File: src/rtl/f1_pkg.sv
// Shared definitions for the F1 start-lights sequencer and lights-out timer.
package f1_pkg;

  // Lights-out timer control states
  typedef enum logic [1:0] {
    IDLE       = 2'd0,
    DELAY      = 2'd1,
    LIGHTS_OUT = 2'd2,
    REACT      = 2'd3
  } f1_state_e;

  // Feedback taps for x^7 + x^3 + 1 (bits 6 and 2 of a left-shifting register)
  localparam int unsigned               LFSR_TAP_W = 7;
  localparam logic [LFSR_TAP_W-1:0]     LFSR_TAPS  = 7'b100_0100;

endpackage

File: src/rtl/f1_lfsr.sv
// Free-running Fibonacci LFSR used as the lights-out random source.
module f1_lfsr
  import f1_pkg::*;
#(
  parameter int unsigned        LFSR_W = 7,
  parameter logic [LFSR_W-1:0]  SEED   = LFSR_W'(7'h01)
) (
  input  logic              clk,
  input  logic              rst,
  output logic [LFSR_W-1:0] q
);

  localparam logic [LFSR_W-1:0] TAPS = LFSR_W'(LFSR_TAPS);

  logic [LFSR_W-1:0] r_q;
  logic              w_fb;

  assign w_fb = ^(r_q & TAPS);
  assign q    = r_q;

  // Shift every clock; a non-zero seed keeps the sequence away from zero
  always_ff @(posedge clk) begin
    if (rst) begin
      r_q <= SEED;
    end else begin
      r_q <= {r_q[LFSR_W-2:0], w_fb};
    end
  end

endmodule

File: src/rtl/f1_lights_out_timer.sv
// Random lights-out delay after the last light, then driver reaction timing.
module f1_lights_out_timer
  import f1_pkg::*;
#(
  parameter int unsigned        LFSR_W    = 7,
  parameter logic [LFSR_W-1:0]  SEED      = LFSR_W'(7'h01),
  parameter int unsigned        MIN_DELAY = 4,
  parameter int unsigned        CNT_W     = 16
) (
  input  logic             clk,
  input  logic             rst,
  input  logic             en,
  input  logic             cmd_seq,
  input  logic             cmd_delay,
  input  logic             trigger,
  output logic             time_out,
  output logic             react_valid,
  output logic [CNT_W-1:0] react_time,
  output logic             false_start,
  output logic             busy
);

  localparam int unsigned DLY_W = LFSR_W + 1;

  logic [LFSR_W-1:0] w_lfsr;
  logic              w_start;

  logic              r_cmd_delay_q;
  f1_state_e         r_state;
  logic [DLY_W-1:0]  r_dly_cnt;
  logic [CNT_W-1:0]  r_cnt;
  logic              r_time_out;
  logic              r_react_valid;
  logic [CNT_W-1:0]  r_react_time;
  logic              r_false_start;
  logic              r_busy;

  f1_lfsr #(
    .LFSR_W (LFSR_W),
    .SEED   (SEED)
  ) u_lfsr (
    .clk (clk),
    .rst (rst),
    .q   (w_lfsr)
  );

  // Rising edge of cmd_delay, ignored when cmd_seq is also high
  assign w_start = cmd_delay && !r_cmd_delay_q && !cmd_seq;

  // Edge-detect history; resets high so a level already present is not a start
  always_ff @(posedge clk) begin
    if (rst) begin
      r_cmd_delay_q <= 1'b1;
    end else begin
      r_cmd_delay_q <= cmd_delay;
    end
  end

  // Control FSM with delay and reaction counters; outputs registered
  always_ff @(posedge clk) begin
    if (rst) begin
      r_state       <= IDLE;
      r_dly_cnt     <= '0;
      r_cnt         <= '0;
      r_time_out    <= 1'b0;
      r_react_valid <= 1'b0;
      r_react_time  <= '0;
      r_false_start <= 1'b0;
      r_busy        <= 1'b0;
    end else begin
      r_time_out    <= 1'b0;
      r_react_valid <= 1'b0;
      unique case (r_state)
        IDLE: begin
          if (w_start) begin
            r_dly_cnt     <= DLY_W'(w_lfsr) + DLY_W'(MIN_DELAY);
            r_false_start <= 1'b0;
            r_busy        <= 1'b1;
            r_state       <= DELAY;
          end
        end
        DELAY: begin
          // A press beats the final decrement
          if (trigger) begin
            r_false_start <= 1'b1;
            r_busy        <= 1'b0;
            r_state       <= IDLE;
          end else if (en) begin
            r_dly_cnt <= r_dly_cnt - DLY_W'(1);
            if (r_dly_cnt == DLY_W'(1)) begin
              r_time_out <= 1'b1;
              r_state    <= LIGHTS_OUT;
            end
          end
        end
        LIGHTS_OUT: begin
          r_cnt <= '0;
          if (trigger) begin
            r_react_time  <= '0;
            r_react_valid <= 1'b1;
            r_busy        <= 1'b0;
            r_state       <= IDLE;
          end else begin
            r_state <= REACT;
          end
        end
        REACT: begin
          // Report the count before any same-cycle increment
          if (trigger) begin
            r_react_time  <= r_cnt;
            r_react_valid <= 1'b1;
            r_busy        <= 1'b0;
            r_state       <= IDLE;
          end else if (en && (r_cnt != {CNT_W{1'b1}})) begin
            r_cnt <= r_cnt + CNT_W'(1);
          end
        end
        default: begin
          r_state <= IDLE;
        end
      endcase
    end
  end

  assign time_out    = r_time_out;
  assign react_valid = r_react_valid;
  assign react_time  = r_react_time;
  assign false_start = r_false_start;
  assign busy        = r_busy;

endmodule

File: config.mk
export PLATFORM = sky130hd
export DESIGN_NAME = f1_lights_out_timer
export DESIGN_NICKNAME = d
export VERILOG_FILES = /design/src/rtl/f1_pkg.sv /design/src/rtl/f1_lfsr.sv /design/src/rtl/f1_lights_out_timer.sv
export SDC_FILE = /design/constraint.sdc
export NUM_CORES = 1
export LEC_CHECK = 0
export ABC_AREA = 1
export CELL_PAD_IN_SITES_DETAIL_PLACEMENT = 1
export CELL_PAD_IN_SITES_GLOBAL_PLACEMENT = 1
export CORE_ASPECT_RATIO = 0.5
export CORE_MARGIN = 10
export CORE_UTILIZATION = 37
export CTS_CLUSTER_SIZE = 16
export DETAILED_ROUTE_END_ITERATION = 16
export GPL_ROUTABILITY_DRIVEN = 0
export HOLD_SLACK_MARGIN = 0.05
export PLACE_DENSITY = 0.74
export SLEW_MARGIN = 10
export SYNTH_ARGS = -nofsm -noshare
export SYNTH_HDL_FRONTEND = slang
export SYNTH_SLANG_ARGS = --single-unit
File: constraint.sdc
create_clock -name clk -period 1.4 [get_ports clk]
set_input_delay 0.21 -clock clk [delete_from_list [all_inputs] [get_ports clk]]
set_output_delay 0.21 -clock clk [all_outputs]
set_load 0.02 [all_outputs]
* Yosys cells after proc, flatten, opt, wreduce, memory -nomap -nowiden *
Cells that the tools add are included.

cells by class
  shifts and indexed selects = 0
  bitwise logic cells = 3
  div/mod/pow operators = 0
  eq/ne operators = 16
  $add $sub $neg = 3
  reduce and logical (&&, ||, !) cells = 19
  multipliers = 0
  $lt $le $gt $ge = 0
  mux-type cells = 25

operators with widths
  cell                                                                number
  16-bit 2-to-1 mux                                                   4
  16-bit case mux with 2 select lines                                 2
  8-bit 2-to-1 mux                                                    3
  16-bit by 1-bit adder with 16-bit output, second input constant     1
  16-bit != test, second input constant                               1
  2-bit != test, second input constant                                8
  8-bit case mux with 2 select lines                                  1
  2-bit 2-to-1 mux                                                    6
  3-bit AND reduction                                                 3
  7-bit by 3-bit adder with 8-bit output, second input constant       1
  8-bit by 1-bit == test with 1-bit output, second input constant     1
  2-bit case mux with 4 select lines                                  1
  4-bit AND reduction                                                 2
  8-bit by 1-bit subtractor with 8-bit output, second input constant  1
  7-bit parity                                                        1
  1-bit 2-to-1 mux                                                    6
  3-bit != test, second input constant                                2
  2-bit == test, second input constant                                2
  1-bit case mux with 2 select lines                                  2
  2-bit nonzero test                                                  2
  2-bit OR reduction                                                  2
  4-bit OR reduction                                                  1
  1-bit logical AND                                                   3
  1-bit NOT                                                           3
  other kinds (6)                                                     7

storage, ports and cells
  word-level logic and storage cells = 76
  bits in latches = 0
  input port bits = 6
  bits in read-only memories = 0
  memories kept = 0
  bits in writable memories = 0
  output and inout port bits = 20
  flip-flop bits (word level) = 54

* Logic depth before layout (Yosys ltp) *
Gate-level depths: netlist of the first run.

  depth in word-level cells = 5
  gate-level depth with buffers = 10
  gate-level depth less buffers = 10

* Hierarchy *
From an unflattened synthesis of the first run, not the netlist that was laid out.

unflattened totals
  cells, all modules = 395
  area, all modules = 2685.1 um^2

modules (own cells, without submodules)
  module               cells an instance  seq. area each (um^2)  area an instance (um^2)  instances
  f1_lights_out_timer  371                940.9                  2474.9                   1
  f1_lfsr              24                 140.1                  210.2                    1

* Worst setup path before layout of the first run *
OpenSTA, ideal clock, no wires.

  path kind = flip-flop to flip-flop
  from = register r_cnt[0]
  to = register r_cnt[10]
  period minus slack after synthesis = 1.511 ns
  library setup time = 0.132 ns
  stages on the path, launching flop included = 10
  required time = 1.268 ns
  path slack = -0.111 ns
  buffers on the path = 1
  arrival time = 1.378 ns
  cells stage by stage = dfxtp_1 > ha_1 > nand2_2 > nor2_4 > nand4_4 > nand3_4 > nand2_4 > buf_6 > nand2_1 > a21oi_1

between the ends
  longest elaborated chain between the ends = 4
  elaborated cells between the ends (all ways) = 8
  those cells by class = add/sub (1); eq/ne (2); mux (3); reduce/logical (2)

ends and longest elaborated chain
  what                                                                               RTL line                                                source
  start, declared                                                                    f1_lights_out_timer.sv:31                               logic [CNT_W-1:0] r_cnt;
  start signal, assigned                                                             f1_lights_out_timer.sv:115                              r_cnt <= r_cnt + CNT_W'(1);
  16-bit by 1-bit adder with 16-bit output / 16-bit != test (equally long branches)  f1_lights_out_timer.sv:115, f1_lights_out_timer.sv:114
  16-bit 2-to-1 mux / 1-bit logical AND (equally long branches)                      f1_lights_out_timer.sv:114                              end else if (en && (r_cnt != {CNT_W{1'b1}})) begin
  16-bit 2-to-1 mux / 2-bit != test (equally long branches)                          --
  16-bit case mux with 2 select lines / 3-bit AND reduction (equally long branches)  --

Several ways; a longest one is shown, not always the timed one. The select of a mux whose other input is x is not followed.
A chain may end at the register's enable or synchronous reset.

* Worst setup path after layout of the first run *
  from = register r_cnt[0]
  to = register r_cnt[4]

Same word-level chain as after synthesis.

==> impl_metrics.py, run 1 <==
metrics = {
    "sta": {
        "post-route-min-period_ns": 1.479,
        "fmax_mhz": 676.2,
        "slew_violations": 0,
        "rsz0062_at_grt": "true",
        "post-route-period-util_pct": 105.6,
        "hold_violations": 0,
        "tightest_slew_ns": 0.3573,
        "worst_slew_margin_rel_pct": 76.18,
        "finClkSkew_ns": 0.004650,
        "setup_ws_ns": -0.07883,
        "tns_ns": -0.9060,
        "whs_ns": 0.4312,
        "setup_viol": 16,
    },
    "worst_setup_path": {
        "crit_required_ns": 1.64,
        "crit_path_start_kind": "flip-flop",
        "path_max_fanout": 5,
        "ff2ff_path_depth": 8,
        "critPathCaptureType": "flip-flop",
        "crit_type": "reg2reg",
        "rrSetupSlack_ns": -0.08,
        "crit_chain": "ha_4 > nand2_4 > nor2_4 > nand4_4 > nand3_4 > buf_6 > nand3_2 > a21oi_2",
        "reg2reg_to": "r_cnt[4]",
        "max_stage_delay_ns": 0.36,
        "reg2reg_from": "r_cnt[0]",
        "cp_slowest_cell": "dfxtp_4",
        "critPathArrivalTime_ns": 1.72,
        "setup.worst_path.start": "r_cnt[0]",
        "crit_path_end": "r_cnt[4]",
    },
    "synth": {
        "synth_seq_cells": 54,
        "yosys.area.top_type": "dfxtp_1",
        "yosysMostFrequentCell": "nand2_1",
        "yosysWarnings": 0,
        "synth_cell_type_count": 31,
        "postSynthAreaPerCell_um2": 6.801,
        "synthesis.nets": 412,
        "synth_area_leaders": "dfxtp_1 40%, nand2_1 16%, a21oi_1 6.6%",
        "synthArstFlopShare_pct": 0,
        "syn_inst": 402,
        "synth_enable_flop_cells": 0,
        "yosys-top-cells-count": "114 x nand2_1, 54 x dfxtp_1, 46 x nor2_1",
        "synth.yosys.seq_area_share_pct": 39.54,
        "syn_area_mm2": 0.002734,
        "ys.flop_type": "dfxtp_1",
        "synth_top_area_share_pct": 39.54,
    },
    "power_and_ir_drop": {
        "leakage_nw": 1.538,
        "p_per_area_mw_per_mm2": 827.0,
        "p_total_mw": 3.075,
        "vdd_ir_drop_max_v": 0.0005923,
    },
    "global_routing": {
        "grt_overflow": 0,
        "grt_max_degree": 28,
        "grt_pass1_vias": 2996,
        "antenna_found_initial": 0,
        "grt_pass1_wl_um": 13910,
        "track_usage_pct": 14.70,
    },
    "detailed_routing": {
        "vias": 2821,
        "routed_wl_um": 8522,
        "dr.pass1.iters": 4,
        "drc_errors": 0,
        "drtIter0Drc": 89,
        "wl_per_cell_um": 15.11,
        "drtAntennaViolNets": 0,
        "detail_route.vias_per_cell": 5.002,
    },
    "layout": {
        "final_cells": 564,
        "diodes": 0,
        "drive_gt1_share_pct": 23.29,
        "syn_to_final_growth_pct": 36.02,
        "fillers": 936,
        "fin_util_pct": 51.17,
        "fin_nets": 477,
    },
    "floorplan": {
        "io_pins": 26,
        "start_util_pct": 37.62,
        "core.rowCount": 22,
        "die_height_um": 80.78,
        "core-area_mm2": 0.007267,
        "die_x_um": 141.6,
        "dieArea_mm2": 0.01144,
    },
    "placement": {
        "port_buffers": 25,
        "hpwl_um": 6193,
        "placed_cells": 549,
    },
    "cts": {
        "cts_tree": "done",
        "cts_made_buffers": 5,
        "cts-root-buf": "clkbuf_16",
        "cts_sinks": 54,
        "clock_path_buffers": 2,
        "clock_latency_ns": 0.30,
        "cts.clk_slew.worst_paths_ns": 0.07,
        "htreeDepth": 2,
        "hold_buffers": 0,
    },
    "worst_hold_path": {
        "hp-class": "reg2reg",
    },
    "job": {
        "drv_cap": 0,
    },
    "status": {
        "status": "complete, but fails checks",
        "violations": "negative setup slack",
    },
}
-- cell usage in the layout, fill, tap and decap left out, drive strengths merged --
cell type | synthesis | layout
nand3 | 34 | 34
and2 | 1 | 1
a31oi | 3 | 3
nand4 | 9 | 9
clkdlybuf4s50 | 0 | 5
clkinvlp | 0 | 1
nand3b | 1 | 1
nand2 | 119 | 119
ha | 4 | 4
a21oi | 36 | 36
o21ai | 16 | 16
clkinv | 0 | 2
buf | 7 | 48
clkbuf | 8 | 5
dfxtp | 54 | 54
nor2 | 52 | 52
nor3b | 2 | 2
inv | 44 | 44
nor3 | 3 | 3
xnor2 | 3 | 3
xor2 | 5 | 5
dlygate4sd2 | 0 | 20
a41oi | 1 | 1
-- kinds of logic after synthesis --
group | after synthesis | share of synthesized area, %
buf+inv | 59 | 9.290
simple gates | 221 | 36.11
flops | 54 | 39.54
xor+xnor | 8 | 2.563
compound gates | 56 | 10.66
fa+ha+maj | 4 | 1.831
-- how the worst min path moves through the flow --
stage	startpoint	end	slack, ns	depth (start not counted)
after floorplan	trigger	r_state[1]	0.29	1
after global placement	u_lfsr.q[0]	u_lfsr.q[1]	0.42	2
after detailed placement	u_lfsr.q[1]	u_lfsr.q[2]	0.42	2
after CTS	u_lfsr.q[1]	u_lfsr.q[2]	0.43	2
after global routing	u_lfsr.q[0]	u_lfsr.q[1]	0.46	2
final	u_lfsr.q[0]	u_lfsr.q[1]	0.43	2
-- flip-flops by register name (all words and copies together) (netlist names) --
name,flops
time_out,1
react_time,16
r_cnt,16
u_lfsr.q,7
r_state,2
r_dly_cnt,8
false_start,1
r_cmd_delay_q,1
busy,1
react_valid,1
-- cell type report --
| cell class | count | area, µm² | share of cell area [%] |
|---|---|---|---|
| Multi-Input combinational cell | 289 | 1569 | 42.19 |
| Sequential cell | 54 | 1095 | 29.44 |
| Timing Repair Buffer | 73 | 625.6 | 16.82 |
| Inverter | 44 | 167.7 | 4.509 |
| Clock buffer | 5 | 125.1 | 3.365 |
| Tap cell | 96 | 120.1 | 3.230 |
| Clock inverter | 3 | 16.27 | 0.4374 |
-- critical path, delay by kind of cell, from the launching register on --
kind | cells | cell delay [ns]
DFF | 1 | 0.36
AOI/OAI and AO/OA | 1 | 0.13
buffers and inverters | 1 | 0.16
adders and majority gates | 1 | 0.16
and+or+nand+nor | 5 | 0.61
-- per-layer routing --
metal / track usage [%] / vias to the layer above / part of all wire, %
li1: - / 1413 / -
met1: 16.14 / 1379 / 43
met2: 28.59 / 22 / 53
met3: 3.260 / 7 / 2.5
met4: 3.448 / 0 / 0.80
met5: 0 / - / 0
-- repair_timing --
| item | in CTS | in global routing |
|---|---|---|
| resized for setup | 23 | 46 |
| setup endpoints to repair | 41 | 23 |
| buffers inserted | 2 | 4 |
| gates cloned | 0 | 1 |
| pin swaps | 2 | 14 |
-- per-stage QoR --
stage / cell area, µm² / worst slack, ns
after floorplan: 2759 / -0.008424
after global placement: 3373 / -0.2461
after detailed placement: 3373 / -0.3554
after CTS: 3520 / -0.04403
after global routing: 3719 / -0.1758
final: 3719 / -0.07883
-- power breakdown --
group / internal (mW) / switching (mW)
registers: 1.55 / 0.0200
clock network: 0.656 / 0.606
logic: 0.0945 / 0.146
Power figures use the tool's default switching activity.
==> run 2, diff against run 1 <==
ABC_CLOCK_PERIOD_IN_PS = 1400   (was unset)
SYNTH_HIERARCHICAL = 1   (was unset)
==> impl_metrics.py, run 2 <==
metrics = {
    "sta": {
        "rsz0062_at_grt": "true",
        "setup_ws_ns": -0.05033,
        "slew_violations": 0,
        "post-route-min-period_ns": 1.450,
        "finClkSkew_ns": 0.007546,
        "fmax_mhz": 689.5,
        "whs_ns": 0.4357,
        "worst_slew_margin_rel_pct": 81.27,
        "tightest_slew_ns": 0.2803,
        "post-route-period-util_pct": 103.6,
        "setup_viol": 9,
        "tns_ns": -0.1358,
        "hold_violations": 0,
    },
    "synth": {
        "yosys.area.top_type": "dfxtp_1",
        "synthesis.nets": 405,
        "ys.flop_type": "dfxtp_1",
        "yosysMostFrequentCell": "nand2_1",
        "synth_enable_flop_cells": 0,
        "synth_area_leaders": "dfxtp_1 40%, nand2_1 16%, a21oi_1 7.1%",
        "postSynthAreaPerCell_um2": 6.798,
        "yosysWarnings": 6,
        "syn_area_mm2": 0.002685,
        "synth_cell_type_count": 28,
        "synthArstFlopShare_pct": 0,
        "synth.yosys.seq_area_share_pct": 40.26,
        "synth_top_area_share_pct": 40.26,
        "syn_inst": 395,
        "synth_seq_cells": 54,
        "yosys-top-cells-count": "111 x nand2_1, 54 x dfxtp_1, 40 x inv_1, 40 x nor2_1",
    },
    "worst_setup_path": {
        "cp.depth": 11,
        "crit_path_end": "r_cnt[8]",
        "crit_path_start_kind": "flip-flop",
        "crit_required_ns": 1.64,
        "reg2reg_from": "r_cnt[1]",
        "path_max_fanout": 3,
        "setup.worst_path.start": "r_cnt[1]",
        "cpMostUsedCell": "nand2_1",
        "critPathCaptureType": "flip-flop",
        "cp_slowest_cell": "dfxtp_4",
        "reg2reg_to": "r_cnt[8]",
        "crit_type": "reg2reg",
        "critPathArrivalTime_ns": 1.69,
        "ff2ff_path_depth": 11,
        "cp_top_family": "simple AND/OR/NAND/NOR gates",
        "max_stage_delay_ns": 0.36,
        "crit_buf_inv": 2,
        "crit_chain": "ha_4 > buf_6 > nand2_4 > nor2_4 > buf_6 > nand2_2 > nand2_1 > nand2_1 > nor2_1 > nand2_1 > a21oi_2",
        "rrSetupSlack_ns": -0.05,
    },
    "layout": {
        "syn_to_final_growth_pct": 37.88,
        "drive_gt1_share_pct": 22.13,
        "diodes": 0,
        "multi_input_area_mm2": 0.001523,
        "fin_nets": 470,
        "regArea_mm2": 0.001094,
        "fillers": 888,
        "final_cells": 553,
        "final_cell_mix": "105 x nand2_1, 46 x dfxtp_1, 40 x inv_1",
        "layout.cells.most_common": "nand2_1",
        "fin_area_mm2": 0.003702,
        "fin_util_pct": 53.99,
    },
    "placement": {
        "port_buffers": 25,
        "placed_cells": 540,
        "place_ws_ns": -0.2696,
        "hpwl_um": 6214,
        "placed_cell_area_mm2": 0.003356,
    },
    "power_and_ir_drop": {
        "power_switching_share_pct": 32.51,
        "seqPwrFrac_pct": 39.3,
        "vdd_ir_drop_max_v": 0.0006321,
        "power_frac_comb_pct": 28.5,
        "p_total_mw": 4.390,
        "p_per_area_mw_per_mm2": 1186,
        "p_clk_share_pct": 32.3,
        "p_switching_mw": 1.427,
        "internal_power_mw": 2.963,
        "leakage_nw": 1.556,
    },
    "worst_hold_path": {
        "holdPathStages": 2,
        "hp-class": "reg2reg",
    },
    "detailed_routing": {
        "wl_per_cell_um": 15.71,
        "vias": 2824,
        "drtIter0Drc": 92,
        "detail_route.vias_per_cell": 5.107,
        "routed_wl_um": 8690,
        "drc_errors": 0,
        "dr.pass1.iters": 4,
        "drtAntennaViolNets": 0,
    },
    "status": {
        "violations": "negative setup slack",
        "status": "complete, but fails checks",
    },
    "global_routing": {
        "track_usage_pct": 14.77,
        "antenna_found_initial": 0,
        "grt_pass1_vias": 2928,
        "grt_overflow": 0,
        "grt_pass1_wl_um": 13970,
        "grt_max_degree": 18,
    },
    "floorplan": {
        "start_util_pct": 39.15,
        "core.rowCount": 21,
        "die_x_um": 140.5,
        "die_height_um": 80.24,
        "io_pins": 26,
        "dieArea_mm2": 0.01127,
        "core-area_mm2": 0.006858,
    },
    "job": {
        "drv_cap": 0,
    },
    "cts": {
        "hold_buffers": 0,
        "cts-root-buf": "clkbuf_16",
        "cts.clk_slew.worst_paths_ns": 0.07,
        "cts_sinks": 54,
        "clock_latency_ns": 0.30,
        "cts_tree": "done",
        "clock_path_buffers": 2,
        "htreeDepth": 2,
        "cts_made_buffers": 5,
    },
}
-- run 2: cell count changes in the layout (fill, tap and decap cells not counted), moves of 6 or more --
cell / previous run / this run
nand2_1: 113 / 105
buf_4: 42 / 36
nand3_1: 23 / 32
a21oi_1: 27 / 34
nor2_1: 43 / 31
-- run 2: final cells by class --
| class | instances | share of cell area [%] |
|---|---|---|
| multi-input cells | 286 | 41.13 |
| flip-flops and latches | 54 | 29.54 |
| repair buffers | 71 | 17.47 |
| inverters | 42 | 4.258 |
| clock buffers | 6 | 3.481 |
| well taps | 92 | 3.109 |
| clock inverters | 2 | 1.014 |
-- run 2: cells by family (layout without fill, tap and decap cells) --
logic type,count (synthesis),after routing,synth area share (%)
XOR/XNOR,10,10,3.262
AO/OA/AOI/OAI,59,59,11.28
adder cells (fa/ha/maj),4,4,1.864
flip-flops,54,54,40.26
AND/OR/NAND/NOR,213,213,34.95
buffers and inverters,55,121,8.387
-- run 2: how the worst min path moves through the flow --
stage                     slack [ns]         from           to
after floorplan                 0.28          rst  u_lfsr/q[1]
after global placement          0.42  u_lfsr/q[0]  u_lfsr/q[1]
after detailed placement        0.43  u_lfsr/q[1]  u_lfsr/q[2]
after CTS                       0.44  u_lfsr/q[1]  u_lfsr/q[2]
after global routing            0.46  u_lfsr/q[1]  u_lfsr/q[2]
final                           0.44  u_lfsr/q[1]  u_lfsr/q[2]
-- run 2: what timing repair did --
| action | in CTS | in global routing |
|---|---|---|
| setup endpoints to repair | 35 | 26 |
| setup buffers | 2 | 3 |
| gates resized for setup | 34 | 34 |
| pin swaps | 8 | 13 |
-- run 2: power by group through the flow --
stage          clock (mW)  sequential, mW  combinational, mW
5_1_grt              1.52            1.74               1.40
4_1_cts              1.45            1.71               1.14
3_3_place_gp            0            1.74               1.07
2_1_floorplan           0            1.74              0.705
3_5_place_dp            0            1.75               1.12
6_report             1.42            1.72               1.25
-- run 2: layer usage --
| layer | GRT usage [%] | share of wire (%) | vias up |
|---|---|---|---|
| met1 | 16.35 | 43 | 1385 |
| li1 | - | - | 1396 |
| met3 | 3.347 | 3.1 | 11 |
| met5 | 0 | 0 | - |
| met4 | 4.303 | 1.4 | 0 |
| met2 | 27.93 | 52 | 32 |
-- run 2: worst reg2reg max path, cell delays in order, from the launching register on --
cell and delay, ns:
dfxtp_4 0.36, ha_4 0.15, buf_6 0.10, nand2_4 0.05, nor2_4 0.14, buf_6 0.13
nand2_2 0.05, nand2_1 0.06, nand2_1 0.05, nor2_1 0.11, nand2_1 0.08, a21oi_2 0.11
==> run 3, diff against run 2 <==
RECOVER_POWER = 50   (was unset)
==> impl_metrics.py, run 3 (synthesis results as in run 2) <==
metrics = {
    "sta": {
        "post-route-period-util_pct": 103.6,
        "finClkSkew_ns": 0.007546,
        "worst_slew_margin_rel_pct": 81.28,
        "fmax_mhz": 689.5,
        "slew_violations": 0,
        "setup_ws_ns": -0.05023,
        "hold_violations": 0,
        "post-route-min-period_ns": 1.450,
        "setup_viol": 9,
        "rsz0062_at_grt": "true",
        "tightest_slew_ns": 0.2802,
    },
    "status": {
        "status": "complete, but fails checks",
        "violations": "negative setup slack",
    },
    "power_and_ir_drop": {
        "p_per_area_mw_per_mm2": 1187,
        "leakage_nw": 1.553,
        "vdd_ir_drop_max_v": 0.0006325,
        "p_total_mw": 4.387,
    },
    "worst_setup_path": {
        "path_max_fanout": 3,
        "crit_required_ns": 1.64,
        "critPathCaptureType": "flip-flop",
        "crit_path_start_kind": "flip-flop",
        "critPathArrivalTime_ns": 1.69,
        "crit_type": "reg2reg",
    },
    "placement": {
        "port_buffers": 25,
        "hpwl_um": 6214,
        "place_ws_ns": -0.2696,
        "placed_cells": 540,
    },
    "layout": {
        "syn_to_final_growth_pct": 37.65,
        "layout.cells.most_common": "nand2_1",
        "fin_util_pct": 53.90,
        "final_cell_mix": "105 x nand2_1, 46 x dfxtp_1, 40 x inv_1",
        "diodes": 0,
        "fin_nets": 470,
        "final_cells": 553,
        "drive_gt1_share_pct": 21.69,
    },
    "detailed_routing": {
        "drtIter0Drc": 92,
        "vias": 2823,
        "drc_errors": 0,
        "wl_per_cell_um": 15.71,
        "drtAntennaViolNets": 0,
        "routed_wl_um": 8687,
        "detail_route.vias_per_cell": 5.105,
        "dr.pass1.iters": 4,
    },
    "job": {
        "drv_cap": 0,
    },
    "floorplan": {
        "die_height_um": 80.24,
        "core-area_mm2": 0.006858,
        "core.rowCount": 21,
        "dieArea_mm2": 0.01127,
        "die_x_um": 140.5,
        "io_pins": 26,
        "start_util_pct": 39.15,
    },
    "global_routing": {
        "grt_overflow": 0,
        "grt_pass1_vias": 2928,
        "antenna_found_initial": 0,
        "grt_pass1_wl_um": 13970,
        "track_usage_pct": 14.77,
        "grt_max_degree": 18,
    },
    "cts": {
        "cts_sinks": 54,
        "clock_path_buffers": 2,
        "cts_tree": "done",
        "clock_latency_ns": 0.30,
        "cts.clk_slew.worst_paths_ns": 0.07,
        "cts_made_buffers": 5,
        "cts-root-buf": "clkbuf_16",
        "hold_buffers": 0,
        "htreeDepth": 2,
    },
    "worst_hold_path": {
        "hp-class": "reg2reg",
    },
}
run 3: final cells by class:
type                       count  area, µm²
clock buffer                   6      128.9
clock inverter                 2      37.54
fill                         889       3162
inverter                      42      157.7
multi-input combinational    286       1520
sequential                    54       1094
tap                           92      115.1
timing repair buffer          71      643.1
run 3: metal layers:
metal  up-vias  global-route usage [%]  part of all wire [%]
li1       1396                       -                     -
met1      1384                   16.35                    43
met2        32                   27.93                    52
met3        11                   3.347                   3.1
met4         0                   4.303                   1.4
met5         -                       0                     0
run 3: what timing repair did:
item / CTS / global route
endpoints found under the setup margin: 35 / 26
buffers inserted: 2 / 3
pin swaps: 8 / 13
gates resized for setup: 34 / 34
run 3: final timing paths:
path | startpoint | endpoint | slack [ns] | depth (start not counted)
worst max-delay path | r_cnt[1] | r_cnt[8] | -0.05 | 11
worst min-delay path | u_lfsr/q[1] | u_lfsr/q[2] | 0.44 | 2
worst max register to register | r_cnt[1] | r_cnt[8] | -0.05 | 11
worst min register to register | u_lfsr/q[1] | u_lfsr/q[2] | 0.44 | 2
run 3: report_power, final:
part / internal [mW] / leakage [nW] / switching [mW]
Sequential: 1.64 / 0.442 / 0.0839
Combinational: 0.475 / 1.03 / 0.772
Clock: 0.845 / 0.0771 / 0.570
run 3: per-stage QoR:
step	setup TNS, ns	hold slack (ns)	area, µm²
after global placement	-4.655	0.4159	3356
after floorplan	0	0.2812	2713
after global routing	-1.486	0.4629	3696
after CTS	-0.1040	0.4395	3568
final	-0.1338	0.4357	3696
after detailed placement	-6.511	0.4294	3356
run 3: worst max-delay path, stage by stage, from the launching register on:
cell and delay [ns]:
dfxtp_4 0.36, ha_4 0.15, buf_6 0.10, nand2_4 0.05
nor2_4 0.14, buf_6 0.13, nand2_2 0.04, nand2_1 0.06
nand2_1 0.05, nor2_1 0.11, nand2_1 0.08, a21oi_2 0.11
